`config.mk`:
```
export PLATFORM = sky130hd
export DESIGN_NAME = val_rr_arbiter_flat
export DESIGN_NICKNAME = d
export VERILOG_FILES = /design/src/rtl/val_arb_pkg.sv /design/src/rtl/val_rr_arbiter_if.sv /design/src/rtl/val_rr_pick.sv /design/src/rtl/val_rr_arbiter.sv /design/src/flat_wrapper.sv
export SDC_FILE = /design/constraint.sdc
export NUM_CORES = 1
export LEC_CHECK = 0
export ABC_AREA = 1
export CORE_MARGIN = 3
export CORE_UTILIZATION = 46
export CTS_CLUSTER_DIAMETER = 100
export DETAILED_ROUTE_END_ITERATION = 6
export PLACE_DENSITY_LB_ADDON = 0.15
export SYNTH_ARGS = -nofsm -noshare
export SYNTH_HDL_FRONTEND = slang
export SYNTH_SLANG_ARGS = --single-unit
```
`constraint.sdc`:
```
create_clock -name clk -period 3.2 [get_ports clk]
set_clock_uncertainty 0.05 [all_clocks]
set_input_delay 0.8 -clock clk [delete_from_list [all_inputs] [get_ports clk]]
set_output_delay 0.8 -clock clk [all_outputs]
set_load 0.03 [all_outputs]
```
`src/rtl/val_arb_pkg.sv`:
```
// Shared types and constants for the round-robin value arbiter.
// Burst mode is selected at build time with VAL_ARB_BURST_EN.
package val_arb_pkg;

  typedef enum logic {
    IDLE,
    SEND
  } state_e;

  localparam int VAL_W = 4;

  function automatic int grant_w(input int n);
    return (n > 1) ? $clog2(n) : 1;
  endfunction

endpackage

```
`src/rtl/val_rr_arbiter_if.sv`:
```
// Requester and downstream handshake bundle of the value arbiter.
// The master side is the arbiter; the slave side is its environment.
interface val_rr_arbiter_if
  import val_arb_pkg::*;
#(
  parameter int NREQ = 4,
  parameter int W    = VAL_W
);

  localparam int GW = grant_w(NREQ);

  logic [NREQ-1:0]   req_valid;
  logic [NREQ*W-1:0] req_data;
  logic [NREQ-1:0]   req_ready;
  logic              out_valid;
  logic [W-1:0]      out_data;
  logic              out_ready;
  logic [GW-1:0]     out_grant;
  logic              busy;

  modport master (
    input  req_valid,
    input  req_data,
    input  out_ready,
    output req_ready,
    output out_valid,
    output out_data,
    output out_grant,
    output busy
  );

  modport slave (
    output req_valid,
    output req_data,
    output out_ready,
    input  req_ready,
    input  out_valid,
    input  out_data,
    input  out_grant,
    input  busy
  );

endinterface

```
`src/rtl/val_rr_pick.sv`:
```
// Combinational rotate-priority picker: first set request
// after 'last', wrapping modulo NREQ.
module val_rr_pick #(
  parameter int NREQ = 4,
  parameter int GW   = 2
) (
  input  logic [NREQ-1:0] req,
  input  logic [GW-1:0]   last,
  output logic [NREQ-1:0] onehot,
  output logic [GW-1:0]   idx,
  output logic            any
);

  int j;

  always_comb begin
    onehot = '0;
    idx    = '0;
    any    = 1'b0;
    j      = 0;
    for (int k = 1; k <= NREQ; k++) begin
      j = int'(last) + k;
      if (j >= NREQ) j = j - NREQ;
      if (!any && req[j]) begin
        any       = 1'b1;
        idx       = GW'(j);
        onehot[j] = 1'b1;
      end
    end
  end

endmodule

```
`src/rtl/val_rr_arbiter.sv`:
```
// Round-robin arbiter feeding a single registered output stage.
// Define VAL_ARB_BURST_EN to let a requester keep up to BURST_LEN beats.
module val_rr_arbiter
  import val_arb_pkg::*;
#(
  parameter int NREQ      = 4,
  parameter int W         = VAL_W,
  parameter int BURST_LEN = 4
) (
  input logic               clk,
  input logic               rst,
  val_rr_arbiter_if.master  bus
);

  localparam int GW = grant_w(NREQ);
  localparam logic [GW-1:0] LAST_RST = GW'(NREQ - 1);

  state_e            state;
  state_e            state_nx;
  logic              can_load;
  logic              accept;
  logic [NREQ-1:0]   pick_oh;
  logic [GW-1:0]     pick_idx;
  logic              pick_any;
  logic [NREQ-1:0]   win_oh;
  logic [GW-1:0]     win_idx;
  logic [GW-1:0]     last_grant;
  logic [W-1:0]      data_q;
  logic [GW-1:0]     grant_q;

  val_rr_pick #(
    .NREQ (NREQ),
    .GW   (GW)
  ) u_pick (
    .req    (bus.req_valid),
    .last   (last_grant),
    .onehot (pick_oh),
    .idx    (pick_idx),
    .any    (pick_any)
  );

`ifdef VAL_ARB_BURST_EN
  localparam int CW = $clog2(BURST_LEN + 1);

  logic [CW-1:0] beat_cnt;
  logic          hold;

  // Owner keeps the stage while its burst is live and it still asks.
  assign hold = (beat_cnt != '0)
             && (beat_cnt < CW'(BURST_LEN))
             && bus.req_valid[last_grant];

  always_comb begin
    win_oh  = pick_oh;
    win_idx = pick_idx;
    if (hold) begin
      win_oh  = NREQ'(1) << last_grant;
      win_idx = last_grant;
    end
  end

  always_ff @(posedge clk or posedge rst) begin
    if (rst) begin
      beat_cnt <= '0;
    end else if (can_load) begin
      if (accept)
        beat_cnt <= hold ? beat_cnt + CW'(1) : CW'(1);
      else
        beat_cnt <= '0;
    end
  end
`else
  assign win_oh  = pick_oh;
  assign win_idx = pick_idx;
`endif

  always_ff @(posedge clk or posedge rst) begin
    if (rst) state <= IDLE;
    else     state <= state_nx;
  end

  always_comb begin
    state_nx      = state;
    can_load      = (state == IDLE) || bus.out_ready;
    accept        = can_load && pick_any && !rst;
    bus.req_ready = accept ? win_oh : '0;
    unique case (state)
      IDLE: if (accept) state_nx = SEND;
      SEND: begin
        if (accept)             state_nx = SEND;
        else if (bus.out_ready) state_nx = IDLE;
      end
    endcase
  end

  always_ff @(posedge clk or posedge rst) begin
    if (rst) begin
      data_q     <= '0;
      grant_q    <= '0;
      last_grant <= LAST_RST;
    end else if (accept) begin
      data_q     <= bus.req_data[win_idx*W +: W];
      grant_q    <= win_idx;
      last_grant <= win_idx;
    end
  end

  assign bus.out_valid = (state == SEND);
  assign bus.out_data  = data_q;
  assign bus.out_grant = grant_q;
  assign bus.busy      = !rst && ((state == SEND) || (|bus.req_valid));

endmodule

```
`src/flat_wrapper.sv`:
```
// flat-port wrapper written by rule: the top's interface ports become plain ports
module val_rr_arbiter_flat import val_arb_pkg::*;
#(
  parameter int NREQ      = 4,
  parameter int W         = VAL_W,
  parameter int BURST_LEN = 4
)
  (clk, rst, bus_req_valid, bus_req_data, bus_out_ready, bus_req_ready, bus_out_valid, bus_out_data, bus_out_grant, bus_busy);
  val_rr_arbiter_if #(.NREQ(NREQ), .W(W)) bus_i ();
  input logic clk;
  input logic rst;
  input wire logic [$bits(bus_i.req_valid)-1:0] bus_req_valid;
  input wire logic [$bits(bus_i.req_data)-1:0] bus_req_data;
  input wire logic [$bits(bus_i.out_ready)-1:0] bus_out_ready;
  output wire logic [$bits(bus_i.req_ready)-1:0] bus_req_ready;
  output wire logic [$bits(bus_i.out_valid)-1:0] bus_out_valid;
  output wire logic [$bits(bus_i.out_data)-1:0] bus_out_data;
  output wire logic [$bits(bus_i.out_grant)-1:0] bus_out_grant;
  output wire logic [$bits(bus_i.busy)-1:0] bus_busy;
  assign bus_i.req_valid = bus_req_valid;
  assign bus_i.req_data = bus_req_data;
  assign bus_i.out_ready = bus_out_ready;
  assign bus_req_ready = bus_i.req_ready;
  assign bus_out_valid = bus_i.out_valid;
  assign bus_out_data = bus_i.out_data;
  assign bus_out_grant = bus_i.out_grant;
  assign bus_busy = bus_i.busy;
  val_rr_arbiter #(.NREQ(NREQ), .W(W), .BURST_LEN(BURST_LEN)) u_core (.clk(clk), .rst(rst), .bus(bus_i));
endmodule
```
==> results.txt <==
* Overall Power: 1.68 mW
* CTS Sinks: 9
* Footprint of the multi-input gates: 692 um2
* Largest fanout on the critical path: 13
- The Yosys step of the flow raised 0 warnings.
* Via-to-Cell Ratio: 5.19
- For this block, the initial DRC count from the detailed router was 35.
* Power per standard cell area: 1120 mW/mm2
- The run finished with clean final reports.
- Net count, final: 248
* Register-to-register setup slack: 810 ps
- Root buffer cell: sky130_fd_sc_hd__clkbuf_4
- After synthesis the netlist holds a flip-flop and latch count of 9.
- In this run the static leakage power is 0.856 nW.
* Hold EP: u_core.bus.out_grant[0]
- The number of global-route vias before repair was 1129.
- The critical path is of the register to output port type.
- Of the available clock period, the critical path in the final layout requires 0.964.
- In the final routed layout, each cell accounts on average for 12.3 um.
- The first global-routing pass estimated 4730 um of wire.
- Total congestion overflow after global routing: 0
* Share of the core filled with cells in the final layout: 0.729
* Drc violations: 0
- By area the synthesized netlist is led by sky130_fd_sc_hd__nand2_1, sky130_fd_sc_hd__dfrtp_1, sky130_fd_sc_hd__nand3_1.
- Setup repair after global routing left no endpoint under its margin.
- Synthesis produced 173 cells.
* Max clock buf depth: 2
* Switching power total: 0.955 mW
- Total number of vias: 1260
* HP Start: u_core.bus.out_grant[0]
* Area fraction of the dominant cell type after synthesis: 0.204
- In this run, CTS created clock tree buffers numbering 3.
* Area of the core region: 0.00206 mm2
* Number of core rows: 16
- Relative to the synthesized area, the layout overhead comes to 43.1%.
- At the pin with the least slew margin, the transition time is 328 ps.
- For this run, the top clock speed supported by timing is 0.324 GHz.
- For this configuration, the core starts out at a cell density of 0.509.
- TritonCTS built the clock tree.
- Setup violation total in the final timing report: 0
* Proportion of layout cells with a drive suffix above 1: 0.181
- The initial antenna violation count came to 0.
- Final count of hold timing violations: 0
- R2r worst-path depth: 12
- Horiz. Die Dim: 53.8 um
- The critical path starts at u_core.last_grant[0].
* Start of the worst register-to-register path: u_core.last_grant[0]
- The share of total power dissipated in the clock network is 0.054.
- The endpoint identified for the worst register-to-register timing path is u_core.bus.out_data[3].
- STA classifies the critical path startpoint as a register.
* Path category of the worst min-delay check: register to register
* Count of input and output buffers: 34
- Hold-fix buffers at CTS: 0
- Library cells used by synthesis: 23
* Min Tclk post-route: 3080 ps
* Critical path required time: 2350 ps
* Endpoint arrival time on the critical path: 2230 ps
- Commonest cells after routing, fill and taps aside: sky130_fd_sc_hd__nand2_1, sky130_fd_sc_hd__inv_1, sky130_fd_sc_hd__nand3_1, sky130_fd_sc_hd__clkdlybuf4s50_1, sky130_fd_sc_hd__buf_4
- Chip height: 53.8 um
- Antenna Violating Nets Remaining: 0
- Post-detailed-placement cell area: 0.00143 mm2
- The number of max-slew violations in the final report came to 0.
* Net switching share of the total power: 0.569
- Counting every net in the synthesized netlist gives 204.
- In this run the number of H-tree levels came out at 1.
* Number of stages on the worst hold path: 2
* Later-pin clock latency in the skew report: 260 ps
- In the global route stage, overall resource usage came out at 0.221.
- Entering global routing, the biggest net connects 15 pins.
- Avg Inst Size Synth: 6.07 um2
- Post-CTS clock slew at the launch and capture registers of the worst setup and hold paths: 60 ps
- Of all cell types, the one taking the most synthesized area is sky130_fd_sc_hd__nand2_1.
- HPWL after DPL: 2330 um
- Routability-driven placement finished with a final weighted congestion of 0.854.
* Post-route design area: 0.00150 mm2
- VDD sags by at most 0.711 mV.
- Across the whole layout, storage elements account for 228 um2.
- DIE AREA: 0.00289 mm2
* Total of fill cells in the finished design: 179
* Cell area after synthesis: 0.00105 mm2
* Total wirelength of the detailed-routed design: 2990 um
- Of the total power, combinational logic draws 0.822.
- The library cell used most frequently in the layout, excluding fill and tap cells, is sky130_fd_sc_hd__nand2_1.
- Cell internal power was estimated by the tool at 0.725 mW.
- Diodes inserted: 0
- Number of max-cap violations: 0
- In this run the tightest slew margin relative to its limit is 0.781.
- 35 I/O pins were placed.
* Sequential cell fraction of total power: 0.124
- Iteration count of the initial detailed-routing pass: 4
- The worst setup path is captured at an output port.
* Seq/Total Area, Yosys: 0.217
## worst max-delay path: stages, from the launching register on
cell and delay, ps:
sky130_fd_sc_hd__dfstp_2 540, sky130_fd_sc_hd__inv_2 110, sky130_fd_sc_hd__ha_4 320, sky130_fd_sc_hd__inv_1 80
sky130_fd_sc_hd__nand3_2 100, sky130_fd_sc_hd__nand2_4 70, sky130_fd_sc_hd__buf_4 150, sky130_fd_sc_hd__a22oi_1 220
sky130_fd_sc_hd__nand3_1 110, sky130_fd_sc_hd__nand2_1 70, sky130_fd_sc_hd__inv_1 40, sky130_fd_sc_hd__buf_4 160
## Yosys cell counts
cell type / instances
sky130_fd_sc_hd__ha_1: 8
sky130_fd_sc_hd__nand3_2: 2
sky130_fd_sc_hd__dfstp_2: 2
sky130_fd_sc_hd__nand3b_1: 1
sky130_fd_sc_hd__or2_2: 2
sky130_fd_sc_hd__o211ai_1: 1
sky130_fd_sc_hd__inv_1: 32
sky130_fd_sc_hd__buf_6: 2
sky130_fd_sc_hd__nor2_1: 5
sky130_fd_sc_hd__nand3_1: 30
sky130_fd_sc_hd__nand2_1: 57
sky130_fd_sc_hd__a22oi_1: 3
sky130_fd_sc_hd__nand2_4: 1
sky130_fd_sc_hd__clkinv_2: 1
sky130_fd_sc_hd__or2_0: 1
sky130_fd_sc_hd__a21boi_0: 1
sky130_fd_sc_hd__nand2_2: 5
sky130_fd_sc_hd__a21oi_1: 2
sky130_fd_sc_hd__dfrtp_1: 7
sky130_fd_sc_hd__nand4_1: 3
sky130_fd_sc_hd__inv_2: 2
sky130_fd_sc_hd__o21ai_0: 4
sky130_fd_sc_hd__o21ai_2: 1
## logic make-up (layout without fill, tap and decap cells)
group / count (synthesis) / count (layout) / share of synthesized area
AOI/OAI and AO/OA: 12 / 12 / 0.0727
buffers and inverters: 37 / 80 / 0.148
DFF: 9 / 9 / 0.217
adders and majority gates: 8 / 8 / 0.0954
and+or+nand+nor: 107 / 107 / 0.467
## area by class of cell
cell class / count / area share
Sequential cell: 9 / 0.152
Multi-Input combinational cell: 127 / 0.460
Timing Repair Buffer: 41 / 0.260
Inverter: 35 / 0.0883
Clock buffer: 4 / 0.0175
Tap cell: 27 / 0.0225
## how the worst max path moves through the flow
stage	endpoint	slack, ps
6_report	bus_req_ready[2]	120
4_1_cts	bus_req_ready[2]	5
2_1_floorplan	bus_req_ready[0]	440
3_5_place_dp	bus_req_ready[0]	-50
5_1_grt	bus_req_ready[0]	5
3_3_place_gp	bus_req_ready[0]	20
## flip-flops by register name (all words and copies together), names as in the netlist
name                  count
u_core.bus.out_data       4
u_core.bus.out_grant      2
u_core.last_grant         2
u_core.bus.out_valid      1
## power groups by stage
stage	sequential (mW)	combinational [mW]	clock (mW)
3_3_place_gp	0.219	1.21	0
2_1_floorplan	0.297	0.873	0
3_5_place_dp	0.222	1.25	0
5_1_grt	0.215	1.53	0.0950
6_report	0.208	1.38	0.0916
4_1_cts	0.220	1.28	0.0915
## what timing repair did
action,4_1_cts,5_1_grt
pin swaps,1,0
resized for setup,2,11
setup endpoints to repair,4,4
setup buffers,1,1
## per-stage QoR
stage               setup TNS, ps  hold slack (ps)  worst slack, ps  std cells
global placement                0              417             16.3        237
finish                          0              439              117        243
floorplan                       0              590              444        173
global route                    0              469             5.20        243
CTS                             0              441             5.38        242
detailed placement           -149              424            -46.3        237
## per-layer routing
layer | up-vias | routed length (um) | track usage
met1 | 570 | 1280 | 0.281
met4 | 0 | 59 | 0.0894
met2 | 52 | 1500 | 0.361
met5 | - | 0 | 0
li1 | 631 | - | -
met3 | 7 | 154 | 0.0443
(Power assumes the default switching activity.)
